### config.mk
export PLATFORM = sky130hd
export DESIGN_NAME = usb_disk_mem_arbiter
export DESIGN_NICKNAME = d
export VERILOG_FILES = /design/src/rtl/usb_disk_mem_arbiter.sv
export SDC_FILE = /design/constraint.sdc
export NUM_CORES = 1
export LEC_CHECK = 0
export ABC_AREA = 1
export BUFFER_PORTS_ARGS = -buffer_cell sky130_fd_sc_hd__buf_2
export CAP_MARGIN = 20
export CORE_UTILIZATION = 47
export DETAILED_ROUTE_END_ITERATION = 10
export PLACE_DENSITY = 0.87
export SLEW_MARGIN = 20
export SYNTH_ARGS = -nofsm -noshare
export SYNTH_HDL_FRONTEND = slang
export SYNTH_SLANG_ARGS = --single-unit
### constraint.sdc
create_clock -name clk -period 4.77 [get_ports clk]
set_input_delay 0.954 -clock clk [delete_from_list [all_inputs] [get_ports clk]]
set_output_delay 0.954 -clock clk [all_outputs]
set_load 0.01 [all_outputs]
### src/rtl/usb_disk_mem_arbiter.sv
// Arbitrates the byte-wide disk memory between the unstallable USB port and a local requester.
// Optional build macro USB_DISK_ARB_WRPROT_EN enables USB-side write protection via wp/wp_hit.
module usb_disk_mem_arbiter #(
  parameter int HOLD_CYCLES = 64,
  parameter int AW          = 41
) (
  input  logic          clk,
  input  logic          rstn,
  input  logic [AW-1:0] u_addr,
  input  logic          u_wen,
  input  logic [7:0]    u_wdata,
  output logic [7:0]    u_rdata,
  input  logic          l_req,
  input  logic          l_wen,
  input  logic [AW-1:0] l_addr,
  input  logic [7:0]    l_wdata,
  output logic          l_gnt,
  output logic          l_rvalid,
  output logic [7:0]    l_rdata,
  output logic [AW-1:0] m_addr,
  output logic          m_wen,
  output logic [7:0]    m_wdata,
  input  logic [7:0]    m_rdata,
  input  logic          wp,
  output logic          wp_hit,
  output logic          usb_busy
);

  localparam int HW = $clog2(HOLD_CYCLES + 1);
  localparam logic [HW-1:0] HOLD_LD = HW'(HOLD_CYCLES);

  logic [AW-1:0] u_addr_q, u_addr_d;
  logic [HW-1:0] hold_cnt_q, hold_cnt_d;
  logic          l_rvalid_q, l_rvalid_d;
  logic          wp_hit_q, wp_hit_d;
  logic          usb_act;
  logic          busy;
  logic          wr_block;

  // State register: the hold counter is the ownership state (0 = FREE, >0 = USB).
  always_ff @(posedge clk or negedge rstn) begin
    if (!rstn) begin
      u_addr_q   <= '0;
      hold_cnt_q <= '0;
      l_rvalid_q <= 1'b0;
      wp_hit_q   <= 1'b0;
    end else begin
      u_addr_q   <= u_addr_d;
      hold_cnt_q <= hold_cnt_d;
      l_rvalid_q <= l_rvalid_d;
      wp_hit_q   <= wp_hit_d;
    end
  end

  // The USB controller never issues a stall-able request, so an address change or write is activity.
  always_comb begin
    u_addr_d   = u_addr;
    usb_act    = u_wen | (u_addr != u_addr_q);
    busy       = usb_act | (hold_cnt_q != '0);
    hold_cnt_d = hold_cnt_q;
    if (usb_act) begin
      hold_cnt_d = HOLD_LD;
    end else if (hold_cnt_q != '0) begin
      hold_cnt_d = hold_cnt_q - 1'b1;
    end
    // Memory latency is 1, so the data returned next cycle belongs to this grant even if USB takes over.
    l_rvalid_d = l_gnt & ~l_wen;
`ifdef USB_DISK_ARB_WRPROT_EN
    wr_block = wp;
    wp_hit_d = wp_hit_q | (u_wen & wp);
`else
    // wp has no effect in this build.
    wr_block = wp & 1'b0;
    wp_hit_d = 1'b0;
`endif
  end

  always_comb begin
    l_gnt   = rstn & ~busy & l_req;
    m_addr  = u_addr;
    m_wdata = u_wdata;
    m_wen   = 1'b0;
    if (busy) begin
      m_wen = u_wen & ~wr_block;
    end else if (l_gnt) begin
      m_addr  = l_addr;
      m_wen   = l_wen;
      m_wdata = l_wdata;
    end
    if (!rstn) begin
      m_wen = 1'b0;
    end
  end

  assign usb_busy = busy;
  assign l_rvalid = l_rvalid_q;
  assign wp_hit   = wp_hit_q;
  assign u_rdata  = m_rdata;
  assign l_rdata  = m_rdata;

endmodule

==> flow_summary.json, run 1 <==
{
  "status": "finished clean",
  "ys_warn_count": 0,
  "cts.hold.buffers_added": 0,
  "leakagePower_nw": 2.22,
  "crit_path_end_kind": "output port",
  "report.final.hold_viol_count": 0,
  "arrival_ps": 2780,
  "syn_inst": 425,
  "syn-cell-area_um2": 2900,
  "yosysSeqAreaShare": 0.422,
  "startpoint_type": "primary input",
  "setup_violations": 0,
  "peakVddDrop_v": 0.000155,
  "nNetsFinal": 676,
  "synth_top_cell_area_share": 0.422,
  "clk_latency_ps": 300,
  "tns_ps": 0,
  "seq_area_um2": 1230,
  "post_cts_buffers": 0,
  "crit_family": "simple AND/OR/NAND/NOR gates",
  "crit_buf_inv": 4,
  "timing.final.crit_share": 0.782,
  "gp_congestion": 0.740,
  "grt_setup_unrepaired": "false",
  "crit_path_max_fanout": 73,
  "slew_viol_final": 0,
  "drtIter0Drc": 110,
  "grt_use_total": 0.204,
  "yosysMostFrequentCell": "nand2_1",
  "synth_cell_type_count": 24,
  "cts_tree": "yes",
  "synth_edf_count": 0,
  "pin_count": 182,
  "coreArea_um2": 5960,
  "synth_ff_type": "dfrtp_1",
  "crit_path_cell_trace": "buf_2 -> inv_1 -> nand2_1 -> nand2_1 -> nor2_1 -> nand3_1 -> nor2_1 -> nand2_1 -> nor2_4 -> nand3_4 -> clkinv_4 -> nand2_1 -> o21ai_1 -> buf_2",
  "area_growth_pct": 27.9,
  "synth_area_leaders": "dfrtp_1 42%, nand2_1 24%, inv_1 6.2%, buf_4 5.7%, nor2_1 4.3%",
  "async_flop_share": 1.00,
  "drive_gt1_frac": 0.324,
  "cts_sinks": 49,
  "drc": 0,
  "crit_type": "primary input to output port",
  "cts_resized": 0,
  "wirelength_um": 6650,
  "start_util": 0.487,
  "dp_hpwl_um": 5210,
  "htree_levels": 2,
  "power_density_nw_per_um2": 245,
  "fill_cells": 535,
  "period_needed_ps": 3730,
  "ys_ff_latch": 49,
  "worst-slew-pin-transition_ps": 620,
  "cts_root_buf": "clkbuf_8",
  "multiInputGateArea_um2": 1230,
  "fp.dieH_um": 80.6,
  "whs_ps": 503,
  "cpPeakStageDelay_ps": 370,
  "grt_pass1_vias": 2497,
  "n_antenna_cell": 0,
  "relSlewSlack": 0.587,
  "antenna_found_initial": 0,
  "numCtsBuffers": 5,
  "max_cap_violations": 0,
  "wl_per_cell_um": 10.4,
  "path_common_cell": "nand2_1",
  "overflow": 0,
  "grt_pass1_wl_um": 10300,
  "clk_path_buf_depth": 2,
  "synth.avg_cell_area_um2": 6.83,
  "yosysTopAreaCell": "dfrtp_1",
  "rows": 28,
  "worstPathRequired_ps": 3820,
  "port_buffers": 155,
  "clock_skew_ps": 10.1,
  "clkTransAtPathRegs_ps": 100,
  "ant_nets": 0,
  "via_count": 2933,
  "grt_max_degree": 74,
  "die_w_um": 80.6,
  "fmax_ghz": 0.268,
  "synth_nets": 538,
  "routed_via_density": 4.59,
  "dr.pass1.iters": 4,
  "crit_slowest_cell": "clkinv_4",
  "hold_class": "register to register",
  "ys_top_cells_by_count": "188 x nand2_1, 49 x dfrtp_1, 48 x inv_1",
  "die_area_um2": 6490
}
==> through the flow <==
| step | util | std cells | instance area [um2] | setup slack, ps | power, mW |
|---|---|---|---|---|---|
| 6_report | 0.623 | 639 | 3710 | 1040 | 0.908 |
| 4_1_cts | 0.623 | 639 | 3710 | 993 | 0.922 |
| 3_5_place_dp | 0.603 | 631 | 3590 | 998 | 0.611 |
| 3_3_place_gp | 0.603 | 631 | 3590 | 1070 | 0.604 |
| 2_1_floorplan | - | 425 | 2900 | 1680 | 0.533 |
| 5_1_grt | 0.623 | 639 | 3710 | 747 | 0.959 |
==> cells in the final DEF, fill, tap and decap left out, types with 2 or more instances in the layout <==
| cell type | count |
|---|---|
| xor2_1 | 7 |
| buf_4 | 2 |
| a211oi_1 | 2 |
| dfrtp_1 | 49 |
| buf_2 | 155 |
| nand3_1 | 7 |
| clkbuf_8 | 6 |
| a21oi_1 | 4 |
| nand2_1 | 188 |
| o21ai_0 | 9 |
| o21ai_1 | 22 |
| inv_2 | 15 |
| xnor2_1 | 6 |
| inv_1 | 48 |
| nor2_1 | 33 |
==> state kept, by name, summed over array words and instances (netlist names) <==
name        cells
u_addr_q       41
hold_cnt_q      7
l_rvalid        1
==> path summary, 6_finish.rpt <==
check                         startpoint       endpoint  slack [ps]  cells past startpoint
setup / recovery              u_addr[23]     m_addr[31]        1040                     14
hold / removal             hold_cnt_q[5]  hold_cnt_q[5]         500                      1
setup reg to reg           hold_cnt_q[0]  hold_cnt_q[4]        2920                      8
hold reg to reg            hold_cnt_q[5]  hold_cnt_q[5]         500                      1
max in group asynchronous           rstn   u_addr_q[15]        3550                      2
min in group asynchronous           rstn    u_addr_q[6]         790                      2
==> per-layer routing <==
metal  vias to the layer above  routed length (um)  global-route usage
li1                       1523                   -                   -
met1                      1286                2780               0.229
met2                       107                3370               0.378
met3                        17                 379              0.0409
met4                         0                 114              0.0732
met5                         -                   0                   0
==> power breakdown <==
part / internal [mW] / switching (mW)
combinational: 0.0741 / 0.0851
clock: 0.171 / 0.137
sequential: 0.433 / 0.00826
total: 0.677 / 0.231
==> cells by family after synthesis <==
family	count (synthesis)	synth area share
AND/OR/NAND/NOR	232	0.312
buffers and inverters	91	0.153
flip-flops	49	0.422
AO/OA/AOI/OAI	38	0.0677
XOR/XNOR	13	0.0392
adder cells (fa/ha/maj)	1	0.00431
other	1	0.00129
==> layout make-up <==
type                    instances  area share
inverters                      65      0.0671
multi-input cells             285       0.332
clock buffers                   6      0.0222
repair buffers                157       0.213
well taps                      75      0.0253
clock inverters                 2      0.0101
flip-flops and latches         49       0.330
==> worst reg2reg max path, stage by stage (launching register included) <==
cell	delay, ps
dfrtp_1	400
inv_1	100
ha_1	200
nand3_1	100
nor2_1	440
inv_1	190
nand3_1	120
xor2_1	150
nor2_1	60
Power figures use the tool's default switching activity.
==> inputs of run 2 (changes only) <==
Settings changed: ABC_AREA 1 to 0, CORE_UTILIZATION 47 to 40, PLACE_DENSITY 0.87 to 0.78.
Clock period 4.77 ns to 3.4 ns, I/O delays scaled along.
==> run 2 against run 1 <==
  * The flow now finishes with violations (negative setup slack)
  * Sequential power rose by 41%
  * Worst setup slack lost 1400 ps
  * Register-to-register slack worse by 1800 ps
  * Synthesized area rose by 4.8%
  * Routed wire length up 27%
  * Power is 60% higher
  * Sequential share of layout area is 7.8 points lower
  * Die area up 23%
  * First-iteration DRC count decreased by 44%
  * Sequential cell count unchanged
  * Clock power grew 59%
  * Largest power group unchanged
==> flow_summary.json, run 2 <==
{
  "status": "complete, but fails checks",
  "failed_checks": "negative setup slack",
  "crit_path_cell_trace": "buf_6 -> nand2b_4 -> or4bb_1 -> or4b_4 -> nor4b_4 -> buf_6 -> buf_12 -> buf_12 -> mux2_4 -> buf_6",
  "hold_path_depth": 1,
  "relSlewSlack": 0.574,
  "yosysSeqAreaShare": 0.403,
  "period_needed_ps": 3770,
  "crit_family": "simple AND/OR/NAND/NOR gates",
  "slew_viol_final": 0,
  "gp_congestion": 0.862,
  "startpoint_type": "primary input",
  "final_area_um2": 4850,
  "grt_use_total": 0.210,
  "synth_ff_type": "dfrtp_1",
  "crit_type": "primary input to output port",
  "dr.pass1.iters": 4,
  "final_common_cell": "buf_2",
  "synth_fa_ha_area_frac": 0.00411,
  "grt_pass1_vias": 2662,
  "rrSetupSlack_ps": 1110,
  "hold_class": "primary input to register",
  "ant_nets": 0,
  "synth_area_leaders": "dfrtp_1 40%, mux2_4 24%, xnor2_1 9.5%, buf_4 4.2%, nand4_1 3.3%",
  "path_common_cell": "buf_6",
  "clock_skew_ps": 6.97,
  "routed_via_density": 4.77,
  "rows": 31,
  "clk_path_buf_depth": 2,
  "grt_pass1_wl_um": 12500,
  "cts_sinks": 49,
  "die_w_um": 89.2,
  "timing.final.crit_share": 1.11,
  "synth_top_cell_area_share": 0.403,
  "use_met2": 0.411,
  "grt_busiest_layer": "met2",
  "leakagePower_nw": 2.34,
  "clkTransAtPathRegs_ps": 90,
  "wirelength_um": 8460,
  "synth_top_family_by_area": "multiplexers",
  "report.final.hold_viol_count": 0,
  "final_cell_mix": "103 x buf_2, 57 x buf_6, 49 x mux2_4, 49 x dfrtp_1, 38 x buf_4",
  "syn-cell-area_um2": 3040,
  "port_buffers": 155,
  "via_count": 2578,
  "power_density_nw_per_um2": 299,
  "cp_num_cells": 10,
  "antenna_found_initial": 0,
  "setup_ws_ps": -367,
  "met1_usage": 0.227,
  "crit_slowest_cell": "or4b_4",
  "regMostFlops": "u_addr_q",
  "worst-slew-pin-transition_ps": 639,
  "grt_setup_unrepaired": "true",
  "power_mw": 1.45,
  "dp_hpwl_um": 6100,
  "ys_ff_latch": 49,
  "peakVddDrop_v": 0.000203,
  "synth_cell_type_count": 36,
  "r2r_cells": 6,
  "htree_levels": 2,
  "coreArea_um2": 7290,
  "drtIter0Drc": 62,
  "crit_path_end_kind": "output port",
  "grt_max_degree": 52,
  "cts_tree": "yes",
  "synth.avg_cell_area_um2": 12.3,
  "numCtsBuffers": 5,
  "cpPeakStageDelay_ps": 580,
  "fp.dieH_um": 89.2,
  "ys_top_cells_by_count": "49 x dfrtp_1, 49 x mux2_4, 33 x xnor2_1",
  "synth_nets": 360,
  "overflow": 0,
  "fmax_ghz": 0.265,
  "worstPathRequired_ps": 2720,
  "place_area_um2": 4170,
  "yosys.area_share.simple": 0.163,
  "largest_register_ffs": 41,
  "start_util": 0.417,
  "cts_root_buf": "clkbuf_8",
  "grt_util_met3": 0.0360,
  "wl_per_cell_um": 15.7,
  "synth.area.mux_share": 0.242,
  "pin_count": 182,
  "syn_inst": 247,
  "synth_compound_area_frac": 0.0152,
  "nNetsFinal": 553,
  "ys_warn_count": 0,
  "async_flop_share": 1.00,
  "die_area_um2": 7960,
  "fill_cells": 546,
  "arrival_ps": 3090,
  "crit_buf_inv": 5,
  "whs_ps": 521,
  "max_cap_violations": 0,
  "n_antenna_cell": 0,
  "crit_path_max_fanout": 5,
  "drc": 0,
  "area_growth_pct": 59.5,
  "setup_violations": 50,
  "drive_gt1_frac": 0.642,
  "yosysTopAreaCell": "dfrtp_1",
  "synth_edf_count": 0,
  "clk_latency_ps": 300,
  "synth_xor_area_frac": 0.104
}
[run 2: path summary, 6_finish.rpt]
kind / startpoint / to
worst max-delay path: u_addr[4] / m_addr[21]
worst min-delay path: u_addr[23] / u_addr_q[23]
worst max register to register: hold_cnt_q[1] / l_rvalid
worst min register to register: hold_cnt_q[5] / hold_cnt_q[5]
max in group asynchronous: rstn / u_addr_q[21]
min in group asynchronous: rstn / hold_cnt_q[4]
[run 2: layout make-up]
class | count | area, um2 | area share
Multi-Input combinational cell | 170 | 1690 | 0.349
Timing Repair Buffer | 208 | 1650 | 0.341
Sequential cell | 49 | 1230 | 0.253
Tap cell | 99 | 124 | 0.0255
Clock buffer | 5 | 68.8 | 0.0142
Clock inverter | 3 | 65.1 | 0.0134
Inverter | 6 | 22.5 | 0.00464
[run 2: through the flow]
stage | cells | utilization | TNS (ps) | setup slack, ps
floorplan | 247 | - | -1160 | -24.6
global placement | 521 | 0.572 | -15440 | -339
detailed placement | 521 | 0.572 | -15730 | -352
CTS | 540 | 0.660 | -19300 | -422
global route | 540 | 0.665 | -19080 | -425
finish | 540 | 0.665 | -16020 | -367
[run 2: what timing repair did]
| action | 4_1_cts | 5_1_grt |
|---|---|---|
| endpoints found under the setup margin | 51 | 51 |
| hold buffers | 0 | 0 |
| pin swaps | 6 | 5 |
| gates cloned | 3 | 1 |
| gates resized for setup | 61 | 16 |
| setup buffers | 9 | 4 |
[run 2: kinds of logic after synthesis]
logic type,count (synthesis)
compound gates,7
xor+xnor,36
fa+ha+maj,1
buf+inv,28
flops,49
mux,49
other cells,1
simple gates,76
[run 2: per-layer routing]
| metal | up-vias | part of all wire |
|---|---|---|
| met5 | - | 0 |
| met4 | 0 | 0.023 |
| met3 | 19 | 0.051 |
| met2 | 104 | 0.55 |
| met1 | 1213 | 0.38 |
| li1 | 1242 | - |
[run 2: report_power, final]
group	internal [mW]	switching, mW
logic	0.203	0.137
registers	0.607	0.0136
clock network	0.292	0.196
==> inputs of run 3 (changes only) <==
Settings changed: CORE_UTILIZATION 40 to 41, CTS_BUF_LIST set to sky130_fd_sc_hd__clkbuf_8, PLACE_DENSITY 0.78 to 0.79.
==> run 3 against run 2 <==
  * Maximum frequency up 1.4%
  * Combinational power about the same
  * The run still ends with negative setup slack left
  * Highest routed layer unchanged
  * Utilization down 0.082 points
  * Critical endpoint is now m_addr[12]
  * Register-to-register slack worse by 30 ps
==> flow_summary.json, run 3 (synthesized netlist as in run 2, its figures left out) <==
{
  "status": "complete, but fails checks",
  "routed_via_density": 4.88,
  "clock_skew_ps": 11.6,
  "leakagePower_nw": 2.32,
  "power.internal_mw": 1.03,
  "grt_pass1_vias": 2631,
  "drive_gt1_frac": 0.644,
  "grt_util_met3": 0.0471,
  "wirelength_um": 8800,
  "relSlewSlack": 0.574,
  "gp_congestion": 0.788,
  "area_growth_pct": 57.6,
  "largest_register_ffs": 41,
  "cts_root_buf": "clkbuf_8",
  "p_comb_frac": 0.244,
  "met1_usage": 0.227,
  "clk_latency_ps": 310,
  "fill_cells": 563,
  "arrival_ps": 3030,
  "power_density_nw_per_um2": 290,
  "setup_ws_ps": -314,
  "die_area_um2": 7770,
  "grt_max_degree": 52,
  "fp.dieH_um": 88.2,
  "overflow": 0,
  "dr.pass1.iters": 4,
  "cpPeakStageDelay_ps": 520,
  "timing.final.crit_share": 1.09,
  "slew_viol_final": 0,
  "max_cap_violations": 0,
  "grt_pass1_wl_um": 12100,
  "port_buffers": 155,
  "grt_busiest_layer": "met2",
  "crit_path_max_fanout": 7,
  "dp_hpwl_um": 6080,
  "drc": 0,
  "startpoint_type": "primary input",
  "die_w_um": 88.2,
  "nNetsFinal": 556,
  "crit_slowest_cell": "or4b_4",
  "pin_count": 182,
  "drtIter0Drc": 122,
  "switching_share": 0.258,
  "whs_ps": 502,
  "final_common_cell": "buf_2",
  "power.share.clock": 0.310,
  "clkTransAtPathRegs_ps": 100,
  "setup_violations": 50,
  "numCtsBuffers": 5,
  "wl_per_cell_um": 16.2,
  "crit_path_cell_trace": "buf_4 -> nand2b_1 -> or4b_4 -> or4b_4 -> nor4b_4 -> buf_6 -> buf_12 -> clkbuf_16 -> mux2_4 -> buf_6",
  "use_met2": 0.383,
  "via_count": 2655,
  "coreArea_um2": 7210,
  "report.final.hold_viol_count": 0,
  "crit_buf_inv": 5,
  "hold_class": "primary input to register",
  "p_seq_frac": 0.446,
  "antenna_found_initial": 1,
  "ant_nets": 0,
  "rows": 31,
  "grt_setup_unrepaired": "true",
  "failed_checks": "negative setup slack",
  "peakVddDrop_v": 0.000244,
  "fmax_ghz": 0.269,
  "period_needed_ps": 3710,
  "htree_levels": 2,
  "crit_type": "primary input to output port",
  "regMostFlops": "u_addr_q",
  "power_mw": 1.39,
  "power_switching_uw": 358,
  "crit_path_end_kind": "output port",
  "cts_sinks": 49,
  "final_cell_mix": "109 x buf_2, 49 x mux2_4, 49 x dfrtp_1",
  "crit_family": "simple AND/OR/NAND/NOR gates",
  "worstPathRequired_ps": 2720,
  "cts_tree": "yes",
  "clk_path_buf_depth": 2,
  "worst-slew-pin-transition_ps": 639,
  "grt_use_total": 0.208,
  "start_util": 0.422
}
-- run 3: power groups by stage --
stage	logic, mW	clock network, mW	registers, mW
final	0.339	0.430	0.620
after detailed placement	0.295	0	0.632
after CTS	0.320	0.437	0.620
after floorplan	0.148	0	0.629
after global placement	0.288	0	0.630
after global routing	0.367	0.462	0.622
-- run 3: metal layers --
layer	share of wire	wire (um)	up-vias
li1	-	-	1253
met1	0.38	3370	1270
met2	0.54	4750	108
met3	0.057	503	24
met4	0.020	172	0
met5	0	0	-
-- run 3: final cells by class --
cell class,instances,area (um2),share of cell area
timing repair buffer,211,1620,0.338
tap,99,124,0.0258
clock buffer,5,68.8,0.0144
antenna,1,2.50,0.000522
clock inverter,3,46.3,0.00966
multi-input combinational,170,1680,0.351
sequential,49,1230,0.256
inverter,6,22.5,0.00470
-- run 3: final timing paths --
kind                                 end     startpoint  depth (start not counted)  slack (ps)
max                           m_addr[12]     u_addr[34]                         10        -310
min                         u_addr_q[10]     u_addr[10]                          1         500
max reg2reg                     l_rvalid  hold_cnt_q[0]                          6        1080
min reg2reg                hold_cnt_q[6]  hold_cnt_q[6]                          2         550
max in group asynchronous  hold_cnt_q[1]           rstn                          2        2460
min in group asynchronous    u_addr_q[0]           rstn                          2         510
-- run 3: worst reg2reg max path, delay by kind of cell (launching register included) --
kind,cells,cell delay [ps]
adders and majority gates,1,130
and+or+nand+nor,4,1620
buffers and inverters,1,80
DFF,1,400
-- run 3: per-stage QoR --
step | area (um2) | TNS, ps | util | cells | setup WS [ps]
final | 4790 | -13900 | 0.665 | 544 | -314
after global placement | 4150 | -16890 | 0.576 | 524 | -354
after floorplan | 3070 | -1160 | - | 247 | -24.6
after detailed placement | 4150 | -19370 | 0.576 | 524 | -405
after CTS | 4570 | -16710 | 0.633 | 539 | -367
after global routing | 4790 | -17230 | 0.664 | 543 | -382
-- run 3: repair_timing --
item	in CTS	in global routing
hold buffers	0	0
gates cloned	2	4
endpoints found under the hold margin	0	0
resized for setup	33	26
setup buffers	5	1
pin swaps	4	1
endpoints found under the setup margin	51	51
